File: src/rtl/riscv_pkg.sv
// Shared RV32I definitions: opcodes, ALU and result-select encodings,
// the decoded control bundle and the funct3 -> ALU operation mapping.
package riscv_pkg;

  localparam int XLEN = 32;

  localparam logic [6:0] OP_LUI    = 7'b0110111;
  localparam logic [6:0] OP_AUIPC  = 7'b0010111;
  localparam logic [6:0] OP_JAL    = 7'b1101111;
  localparam logic [6:0] OP_JALR   = 7'b1100111;
  localparam logic [6:0] OP_BRANCH = 7'b1100011;
  localparam logic [6:0] OP_LOAD   = 7'b0000011;
  localparam logic [6:0] OP_STORE  = 7'b0100011;
  localparam logic [6:0] OP_IMM    = 7'b0010011;
  localparam logic [6:0] OP_OP     = 7'b0110011;

  typedef enum logic [3:0] {
    ALU_ADD    = 4'd0,
    ALU_SUB    = 4'd1,
    ALU_SLL    = 4'd2,
    ALU_SLT    = 4'd3,
    ALU_SLTU   = 4'd4,
    ALU_XOR    = 4'd5,
    ALU_SRL    = 4'd6,
    ALU_SRA    = 4'd7,
    ALU_OR     = 4'd8,
    ALU_AND    = 4'd9,
    ALU_PASS_B = 4'd10
  } alu_ctrl_e;

  typedef enum logic [1:0] {
    RES_ALU = 2'd0,
    RES_MEM = 2'd1,
    RES_PC4 = 2'd2
  } result_src_e;

  typedef enum logic [2:0] {
    IMM_I,
    IMM_S,
    IMM_B,
    IMM_U,
    IMM_J
  } imm_sel_e;

  typedef struct packed {
    alu_ctrl_e   alu_ctrl;
    logic        alu_src;
    logic        alu_a_pc;
    result_src_e result_src;
    logic        reg_write;
    logic        mem_read;
    logic        mem_write;
    logic        branch;
    logic        jump;
    logic        illegal;
  } ctrl_t;

  localparam ctrl_t CTRL_NOP = '{ALU_ADD, 1'b0, 1'b0, RES_ALU,
                                 1'b0, 1'b0, 1'b0, 1'b0, 1'b0, 1'b0};

  // alt selects SUB for funct3=000 and SRA for funct3=101
  function automatic alu_ctrl_e alu_op(input logic [2:0] funct3, input logic alt);
    case (funct3)
      3'b000:  return alt ? ALU_SUB : ALU_ADD;
      3'b001:  return ALU_SLL;
      3'b010:  return ALU_SLT;
      3'b011:  return ALU_SLTU;
      3'b100:  return ALU_XOR;
      3'b101:  return alt ? ALU_SRA : ALU_SRL;
      3'b110:  return ALU_OR;
      default: return ALU_AND;
    endcase
  endfunction

endpackage

File: src/rtl/instr_decode_reg_file.sv
// 32-entry integer register file: two asynchronous read ports with
// write-through from the writeback port, x0 hardwired to zero.
module reg_file
  import riscv_pkg::*;
#(
  parameter int XLEN  = riscv_pkg::XLEN,
  parameter int NREGS = 32
) (
  input  logic            clk,
  input  logic            reset,
  input  logic            we,
  input  logic [4:0]      waddr,
  input  logic [XLEN-1:0] wdata,
  input  logic [4:0]      raddr1,
  input  logic [4:0]      raddr2,
  output logic [XLEN-1:0] rdata1,
  output logic [XLEN-1:0] rdata2
);

  logic [XLEN-1:0] regs [NREGS];

  // Reset clears every entry and wins over a coincident writeback
  always_ff @(posedge clk) begin
    if (reset) begin
      for (int i = 0; i < NREGS; i++) regs[i] <= '0;
    end else if (we && waddr != 5'd0) begin
      regs[waddr] <= wdata;
    end
  end

  // Read ports bypass the array when the same register is being written
  always_comb begin
    rdata1 = regs[raddr1];
    rdata2 = regs[raddr2];
    if (we && waddr != 5'd0 && waddr == raddr1) rdata1 = wdata;
    if (we && waddr != 5'd0 && waddr == raddr2) rdata2 = wdata;
    if (raddr1 == 5'd0) rdata1 = '0;
    if (raddr2 == 5'd0) rdata2 = '0;
  end

endmodule

File: src/rtl/instr_decode.sv
// RV32I decode stage: control decode, immediate generation, register file
// read, load-use hazard detection and the decode/execute pipeline register.
module instr_decode
  import riscv_pkg::*;
#(
  parameter int XLEN  = riscv_pkg::XLEN,
  parameter int NREGS = 32
) (
  input  logic            clk,
  input  logic            reset,
  input  logic            flush,
  input  logic            stall,
  input  logic [31:0]     instr_in,
  input  logic [XLEN-1:0] pc_in,
  input  logic [XLEN-1:0] next_pc_in,
  input  logic            valid_in,
  input  logic            reg_write_wb,
  input  logic [4:0]      rd_wb,
  input  logic [XLEN-1:0] result_wb,
  output logic [XLEN-1:0] rs1_data_exec,
  output logic [XLEN-1:0] rs2_data_exec,
  output logic [XLEN-1:0] imm_exec,
  output logic [4:0]      rs1_exec,
  output logic [4:0]      rs2_exec,
  output logic [4:0]      rd_exec,
  output logic [2:0]      funct3_exec,
  output logic [3:0]      alu_ctrl_exec,
  output logic            alu_src_exec,
  output logic            alu_a_pc_exec,
  output logic [1:0]      result_src_exec,
  output logic            reg_write_exec,
  output logic            mem_read_exec,
  output logic            mem_write_exec,
  output logic            branch_exec,
  output logic            jump_exec,
  output logic            illegal_exec,
  output logic [XLEN-1:0] pc_exec,
  output logic [XLEN-1:0] next_pc_exec,
  output logic            valid_exec,
  output logic            hazard_stall
);

  logic [6:0] opcode;
  logic [4:0] rs1, rs2, rd;
  logic [2:0] funct3;
  logic [6:0] funct7;

  assign opcode = instr_in[6:0];
  assign rd     = instr_in[11:7];
  assign funct3 = instr_in[14:12];
  assign rs1    = instr_in[19:15];
  assign rs2    = instr_in[24:20];
  assign funct7 = instr_in[31:25];

  logic [XLEN-1:0] rs1_data, rs2_data;

  reg_file #(.XLEN(XLEN), .NREGS(NREGS)) u_reg_file (
    .clk    (clk),
    .reset  (reset),
    .we     (reg_write_wb),
    .waddr  (rd_wb),
    .wdata  (result_wb),
    .raddr1 (rs1),
    .raddr2 (rs2),
    .rdata1 (rs1_data),
    .rdata2 (rs2_data)
  );

  ctrl_t    ctrl;
  imm_sel_e imm_sel;

  // Control decode; illegal encodings are stripped of all side-effecting flags
  always_comb begin
    ctrl    = CTRL_NOP;
    imm_sel = IMM_I;
    case (opcode)
      OP_LUI: begin
        ctrl.alu_ctrl = ALU_PASS_B; ctrl.alu_src = 1'b1; ctrl.reg_write = 1'b1;
        imm_sel = IMM_U;
      end
      OP_AUIPC: begin
        ctrl.alu_a_pc = 1'b1; ctrl.alu_src = 1'b1; ctrl.reg_write = 1'b1;
        imm_sel = IMM_U;
      end
      OP_JAL: begin
        ctrl.alu_a_pc = 1'b1; ctrl.alu_src = 1'b1; ctrl.jump = 1'b1;
        ctrl.reg_write = 1'b1; ctrl.result_src = RES_PC4;
        imm_sel = IMM_J;
      end
      OP_JALR: begin
        ctrl.alu_src = 1'b1; ctrl.jump = 1'b1; ctrl.reg_write = 1'b1;
        ctrl.result_src = RES_PC4;
        ctrl.illegal = (funct3 != 3'b000);
      end
      OP_BRANCH: begin
        ctrl.alu_ctrl = ALU_SUB; ctrl.branch = 1'b1;
        imm_sel = IMM_B;
        ctrl.illegal = (funct3 == 3'b010) || (funct3 == 3'b011);
      end
      OP_LOAD: begin
        ctrl.alu_src = 1'b1; ctrl.mem_read = 1'b1; ctrl.reg_write = 1'b1;
        ctrl.result_src = RES_MEM;
        ctrl.illegal = (funct3 == 3'b011) || (funct3 == 3'b110) || (funct3 == 3'b111);
      end
      OP_STORE: begin
        ctrl.alu_src = 1'b1; ctrl.mem_write = 1'b1;
        imm_sel = IMM_S;
        ctrl.illegal = (funct3 > 3'b010);
      end
      OP_IMM: begin
        ctrl.alu_src = 1'b1; ctrl.reg_write = 1'b1;
        ctrl.alu_ctrl = alu_op(funct3, (funct3 == 3'b101) && instr_in[30]);
        if (funct3 == 3'b001) ctrl.illegal = (funct7 != 7'h00);
        if (funct3 == 3'b101) ctrl.illegal = (funct7 != 7'h00) && (funct7 != 7'h20);
      end
      OP_OP: begin
        ctrl.reg_write = 1'b1;
        ctrl.alu_ctrl  = alu_op(funct3, instr_in[30]);
        ctrl.illegal   = !((funct7 == 7'h00) ||
                           (funct7 == 7'h20 && (funct3 == 3'b000 || funct3 == 3'b101)));
      end
      default: ctrl.illegal = 1'b1;
    endcase
    if (ctrl.illegal) begin
      ctrl.reg_write = 1'b0;
      ctrl.mem_read  = 1'b0;
      ctrl.mem_write = 1'b0;
      ctrl.branch    = 1'b0;
      ctrl.jump      = 1'b0;
    end
  end

  logic [XLEN-1:0] imm;

  // Immediate generation, always sign-extended from instr[31]
  always_comb begin
    case (imm_sel)
      IMM_S:   imm = {{(XLEN-12){instr_in[31]}}, instr_in[31:25], instr_in[11:7]};
      IMM_B:   imm = {{(XLEN-12){instr_in[31]}}, instr_in[7], instr_in[30:25],
                      instr_in[11:8], 1'b0};
      IMM_U:   imm = {{(XLEN-32){instr_in[31]}}, instr_in[31:12], 12'b0};
      IMM_J:   imm = {{(XLEN-20){instr_in[31]}}, instr_in[19:12], instr_in[20],
                      instr_in[30:21], 1'b0};
      default: imm = {{(XLEN-12){instr_in[31]}}, instr_in[31:20]};
    endcase
  end

  ctrl_t ctrl_exec;

  // ---- decode / execute boundary ----
  // Priority: reset > flush > stall > bubble (valid_in low) > load
  always_ff @(posedge clk) begin
    if (reset || flush || (!stall && !valid_in)) begin
      ctrl_exec     <= CTRL_NOP;
      rs1_data_exec <= '0;
      rs2_data_exec <= '0;
      imm_exec      <= '0;
      rs1_exec      <= '0;
      rs2_exec      <= '0;
      rd_exec       <= '0;
      funct3_exec   <= '0;
      pc_exec       <= '0;
      next_pc_exec  <= '0;
      valid_exec    <= 1'b0;
    end else if (!stall) begin
      ctrl_exec     <= ctrl;
      rs1_data_exec <= rs1_data;
      rs2_data_exec <= rs2_data;
      imm_exec      <= imm;
      rs1_exec      <= rs1;
      rs2_exec      <= rs2;
      rd_exec       <= rd;
      funct3_exec   <= funct3;
      pc_exec       <= pc_in;
      next_pc_exec  <= next_pc_in;
      valid_exec    <= 1'b1;
    end
  end

  assign alu_ctrl_exec   = ctrl_exec.alu_ctrl;
  assign alu_src_exec    = ctrl_exec.alu_src;
  assign alu_a_pc_exec   = ctrl_exec.alu_a_pc;
  assign result_src_exec = ctrl_exec.result_src;
  assign reg_write_exec  = ctrl_exec.reg_write;
  assign mem_read_exec   = ctrl_exec.mem_read;
  assign mem_write_exec  = ctrl_exec.mem_write;
  assign branch_exec     = ctrl_exec.branch;
  assign jump_exec       = ctrl_exec.jump;
  assign illegal_exec    = ctrl_exec.illegal;

  // Conservative load-use check: compares rs2 even when the instruction ignores it
  assign hazard_stall = valid_in && valid_exec && ctrl_exec.mem_read &&
                        (rd_exec != 5'd0) && ((rd_exec == rs1) || (rd_exec == rs2));

endmodule

File: config.mk
export PLATFORM = sky130hd
export DESIGN_NAME = instr_decode
export DESIGN_NICKNAME = d
export VERILOG_FILES = /design/src/rtl/riscv_pkg.sv /design/src/rtl/instr_decode_reg_file.sv /design/src/rtl/instr_decode.sv
export SDC_FILE = /design/constraint.sdc
export NUM_CORES = 2
export LEC_CHECK = 0
export ABC_AREA = 1
export CORE_ASPECT_RATIO = 1.1
export CORE_MARGIN = 2
export CORE_UTILIZATION = 45
export DETAILED_ROUTE_END_ITERATION = 16
export SYNTH_ARGS = -nofsm -noshare
export SYNTH_HDL_FRONTEND = slang
export SYNTH_SLANG_ARGS = --single-unit
File: constraint.sdc
create_clock -name clk -period 3.15 [get_ports clk]
set_clock_uncertainty 0.05 [all_clocks]
set_input_delay 0.4725 -clock clk [delete_from_list [all_inputs] [get_ports clk]]
set_output_delay 0.4725 -clock clk [all_outputs]
set_load 0.005 [all_outputs]
== Word level (Yosys, flattened, before mapping) ==
Memory sizes are Yosys's and may differ from the RTL's.
Index checks and enable logic that the tools add are counted.
Storage, ports and cells
  flip-flop bits (word level): 193
  memories kept: 1
  logic and storage cells: 118
  memory bits (writable): 1024
Cells by class
  $lt $le $gt $ge: 1
  eq/ne operators: 26
  reductions and logical operators: 37
  mux-type cells: 33
Memories
  u_reg_file.regs: depth 32, bits a word 32, rd ports 2, clocked after memory_dff 0, wr ports 32, RTL line instr_decode_reg_file.sv:20  | logic [XLEN-1:0] regs [NREGS];
Operators with widths (count)
  $mux 32: 5
  $pmux 31 s4: 1
  $pmux 4 s7: 2
  $reduce_or 32->1: 1
  $eq 7x6->1 const B: 4
  $eq 7x7->1 const B: 3
  $eq 5x5->1: 4
  $mux 1: 19
  $pmux 4 s4: 1
  $eq 3x3->1 const B: 5
  $eq 7x5->1 const B: 2
  $reduce_or 7->1: 2
  $eq 3x2->1 const B: 4
  $pmux 3 s4: 1
  $logic_and 1x1->1: 11
  $logic_not 5->1: 2
  $mux 5: 2
  $reduce_bool 5->1: 2
  $logic_or 1x1->1: 8
  $eq 7x2->1 const B: 1
  $logic_not 7->1: 1
  $ne 7x6->1 const B: 1
  $pmux 1 s7: 1
  $reduce_bool 7->1: 1
  8 further kinds: 13

== Depth between registers and ports, before layout ==
  depth after elaboration: 7
  depth in mapped cells: 14
  depth with buffers taken out: 12

== Modules after synthesis ==
Synthesis repeated with hierarchy kept, for this count alone.
Second synthesis, totals
  cell total of the unflattened synthesis: 8428
  area, all modules: 65669.2 µm²
Modules (own cells, without submodules)
  reg_file: area an instance 58182.1 µm², cells an instance 7417, seq. area each 30749.5 µm², instances 1
  instr_decode: area an instance 7487.2 µm², cells an instance 1011, seq. area each 3863.7 µm², instances 1

== Worst setup path before layout ==
Ideal clock, no wire load.
  path kind: input-to-reg
  start: in rd_wb[2]
  end: mem u_reg_file.regs[10][0] (enable)
  setup slack: 0.385 ns
  data arrival time: 2.325 ns
  stages on the path: 10
  library setup time: 0.389 ns
  path buffers: 2
  path through: buf_2 > inv_1 > nand3_1 > o21ai_1 > nor2_1 > nand3_1 > inv_1 > nand2_1 > buf_2 > nand2_1
RTL lines
  start: declaration: RTL line instr_decode.sv:18  | input logic [4:0] rd_wb,
  end: declaration: RTL line instr_decode_reg_file.sv:20

== Worst setup path after layout ==
  start: reg rd_exec[2]
  end: out hazard_stall
On the way
  word-level cells in the longest chain between the ends: 3
  elaborated cells on any way between the ends: 6
  those cells by class: eq/ne: 2; reduce/logical: 4
RTL lines
  start: declaration: RTL line instr_decode.sv:25  | output logic [4:0] rd_exec,
  start signal: assignment: RTL line instr_decode.sv:172  | rd_exec <= rd;
  $eq 5x5->1 / $reduce_bool 5->1 (equally long branches): RTL line instr_decode.sv:193  | (rd_exec != 5'd0) && ((rd_exec == rs1) || (rd_exec == rs2));
  $logic_or 1x1->1 / $logic_and 1x1->1 (equally long branches): RTL line instr_decode.sv:193, instr_decode.sv:192
  $logic_and 1x1->1 *: RTL line instr_decode.sv:193
  end: declaration: RTL line instr_decode.sv:40  | output logic hazard_stall
Mark *: on every way between the ends. The rest lies on a longest branch, timed or not.

==> impl_metrics.py <==
metrics = {
    "status": {
        "status": "finished clean",
    },
    "cells_and_area": {
        "regArea_mm2": 0.0346,
        "finish.cell_count_without_fillers": 11339,
        "fin_nets": 9424,
        "fill_cells": 13997,
        "n_antenna_cell": 0,
        "drive_above_1_share_pct": 6.00,
        "multi_input_area_mm2": 0.0267,
        "area_growth_pct": 16.8,
    },
    "power_and_ir_drop": {
        "comb_power_share_pct": 14.4,
        "p_sw_uw": 11300,
        "pwr-share-seq_pct": 45.9,
        "leakage_uw": 0.0350,
        "power.internal_uw": 29100,
        "ir_worst_vdd_uv": 529,
        "sw_frac_of_total_pct": 28.1,
        "powerDensity_mw_per_mm2": 516,
        "clkPwrFrac_pct": 39.7,
    },
    "placed_design": {
        "post-dp-hpwl_um": 165000,
        "dp.cells": 11092,
        "gp_routability_congestion": 0.952,
        "place_ws_ns": 0.248,
        "port_buffers": 332,
    },
    "worst_hold_path": {
        "whs_path_depth": 5,
        "min-delay-start": "instr_in[22]",
        "min_delay_worst_endpoint": "imm_exec[2]",
        "min_path_type": "input pin to register",
    },
    "routing": {
        "dr.first_iter.drc_count": 7323,
        "route.detailed.drc": 0,
        "finalWirelength_um": 253000,
        "postRouteAntennaNets": 0,
        "vias": 62572,
        "via_per_inst": 5.52,
        "wl_per_cell_um": 22.3,
        "dr.pass1.iters": 7,
    },
    "setup_path": {
        "r2r_cells": 10,
        "crit_path_cell_trace": "xor2_1 -> a21oi_1 -> nand4_1 -> a21oi_1 -> clkdlybuf4s50_1",
        "path_delay_family": "buffers and inverters",
        "critPathMaxStageDelay_ns": 0.59,
        "cp.required_ns": 2.63,
        "cp_max_fo": 5,
        "end_kind": "output port",
        "reg2reg_to": "rs1_data_exec[19]",
        "crit_type": "register to output port",
        "worst_setup_path_start_kind": "register",
        "worst_ep_arrival_time_ns": 2.39,
        "crit_slowest_cell": "clkdlybuf4s50_1",
        "crit_buf_inv": 1,
        "reg2reg_from": "u_reg_file.regs[25][19]",
        "r2r_slack_ns": 1.11,
        "crit_path_frequent_cell": "a21oi_1",
    },
    "sta": {
        "rsz0062_at_grt": "false",
        "tightest_slew_ns": 0.918,
        "fin_ws_ns": 0.241,
        "finalHoldViolCount": 0,
        "fin_crit_ns": 2.91,
        "tns_ns": 0,
        "setup_viol": 0,
        "max_freq_ghz": 0.344,
        "hold_slack_ns": 0.160,
        "timing.final.max_slew_violations": 0,
        "finalCritPeriodShare_pct": 92.4,
        "relSlewSlack_pct": 38.4,
    },
    "global_routing": {
        "first_global_vias": 59222,
        "antenna_found_initial": 7,
        "met3_usage_pct": 7.12,
        "grt.busiest_layer": "met2",
        "grt_pass1_wl_um": 371000,
        "met1_usage_pct": 42.2,
        "grt_use_total_pct": 32.6,
        "grt_max_degree": 153,
        "grt-ovfl-total": 0,
        "use_met2_pct": 52.3,
    },
    "cts": {
        "clockBufferDepth": 3,
        "cts_num_sinks": 1217,
        "post-cts-setup-buffers": 0,
        "tritoncts": "yes",
        "numCtsBuffers": 140,
        "clk_pin_slew_ns": 0.06,
        "clk_latency_ns": 0.82,
        "htree_levels": 4,
        "root_buffer": "clkbuf_16",
    },
    "floorplanning": {
        "row_count": 148,
        "num_io_pins": 333,
        "dieHeight_um": 409,
        "start_util_pct": 45.3,
        "core_area_mm2": 0.148,
        "dieArea_mm2": 0.152,
        "die_x_um": 372,
    },
    "logic_synthesis": {
        "yosysSeqAreaShare_pct": 51.7,
        "yosysTopAreaCellShare_pct": 45.9,
        "syn_avg_cell_area_um2": 7.31,
        "synth_area_leader_cell": "edfxtp_1",
        "yosys.cell_types.count": 34,
        "synthCells": 9166,
        "synth_area_leaders": "edfxtp_1, nand2_1, nor2_1",
        "syn_area_mm2": 0.0670,
        "synth_warnings": 0,
        "synth-seq-cells": 1217,
    },
    "flow_run": {
        "max_cap_violations": 0,
    },
}
-- Yosys cell counts, drive strengths merged --
cell type,instances
nand4,7
o221a,2
o211ai,7
mux2i,1
and3,1
o21ai,19
nand3,1197
dfxtp,193
conb,1
clkbuf,343
a21boi,2
edfxtp,1024
xnor2,11
a31oi,3
buf,339
or2,1
xor2,3
inv,789
o22ai,3
o21bai,64
nor3,14
a221oi,1
clkinv,22
nand2,3090
a21oi,168
nor2,1850
a22oi,11
-- placed cells by master, fill, tap and decap left out, types with 4 or more instances in the layout --
cell type / instances
nand2_2: 32
buf_6: 5
inv_6: 4
nor2_4: 4
inv_1: 783
nand2_1: 3057
clkbuf_1: 22
clkinv_8: 7
dfxtp_1: 190
a21oi_1: 168
o211ai_1: 7
xnor2_1: 11
o21ai_0: 17
clkinv_1: 42
o21bai_1: 64
bufinv_16: 9
nand4_1: 7
buf_12: 118
buf_4: 179
conb_1: 32
edfxtp_1: 1024
nand3_1: 1197
clkbuf_16: 143
clkdlybuf4s50_1: 320
clkinv_2: 32
nor2_1: 1845
a22oi_1: 11
nor3_1: 12
-- tightest hold or removal path, delay by kind of cell --
kind                   cells  cell delay (ns)
AND/OR/NAND/NOR            2             0.16
buffers and inverters      2             0.26
AO/OA/AOI/OAI              1             0.06
-- power groups by stage --
stage	clock network [uW]	logic (uW)	registers (uW)
after global routing	16800	6250	18600
after global placement	0	5580	18900
after detailed placement	0	5660	18900
after floorplan	0	3170	18800
after CTS	16200	5680	18600
final	16000	5810	18600
-- layout make-up --
type	instances	share of cell area [%]
tap	1950	3.12
clock inverter	80	0.951
timing repair buffer	628	8.97
clock buffer	166	4.70
inverter	811	3.93
sequential	1217	44.2
multi-input combinational	6487	34.1
-- sequential cells by signal, indices dropped and copies added, names as in the netlist --
signal and flops:
u_reg_file.regs 1024, imm_exec 32, next_pc_exec 32, pc_exec 32, rs1_data_exec 32, rs2_data_exec 32
rd_exec 5, rs1_exec 5, rs2_exec 5, alu_ctrl_exec 4, funct3_exec 3, result_src_exec 2
alu_a_pc_exec 1, alu_src_exec 1, branch_exec 1, illegal_exec 1, jump_exec 1, mem_read_exec 1
mem_write_exec 1, reg_write_exec 1, valid_exec 1
-- per-stage QoR --
stage	instance area [um^2]	utilization [%]	power (uW)
after global routing	78300	52.9	41700
after floorplan	67100	-	22000
final	78300	52.9	40400
after detailed placement	73800	49.9	24500
after global placement	73800	49.9	24400
after CTS	78300	52.9	40500
-- repair_timing --
action                     in CTS  in global routing
hold endpoints to repair       27                  0
resized for setup               0                  3
setup endpoints to repair       0                  1
hold buffers                    1                  0
-- logic make-up after synthesis --
group	share of synthesized area (%)
and+or+nand+nor	36.8
xor gates and xnor gates	0.183
DFF	51.7
buffers and inverters	8.86
other	0.00560
muxes	0.0149
AOI/OAI and AO/OA	2.44
-- worst max path at each step --
stage	startpoint	endpoint	slack [ns]	cells after the start
after detailed placement	instr_in[16]	rs1_data_exec[4]	0.25	11
after floorplan	rd_wb[2]	u_reg_file.regs[10][0]	0.39	10
after global placement	instr_in[16]	rs1_data_exec[4]	0.27	11
after global routing	rd_exec[3]	hazard_stall	0.08	5
final	rd_exec[2]	hazard_stall	0.24	5
after CTS	rd_exec[1]	hazard_stall	0.04	5
-- metal layers --
| metal | wire length, um | up-vias |
|---|---|---|
| met1 | 97700 | 29362 |
| met2 | 116000 | 3515 |
| li1 | - | 29006 |
| met3 | 27100 | 677 |
| met4 | 11500 | 12 |
| met5 | 96 | - |
Power figures use the tool's default switching activity.
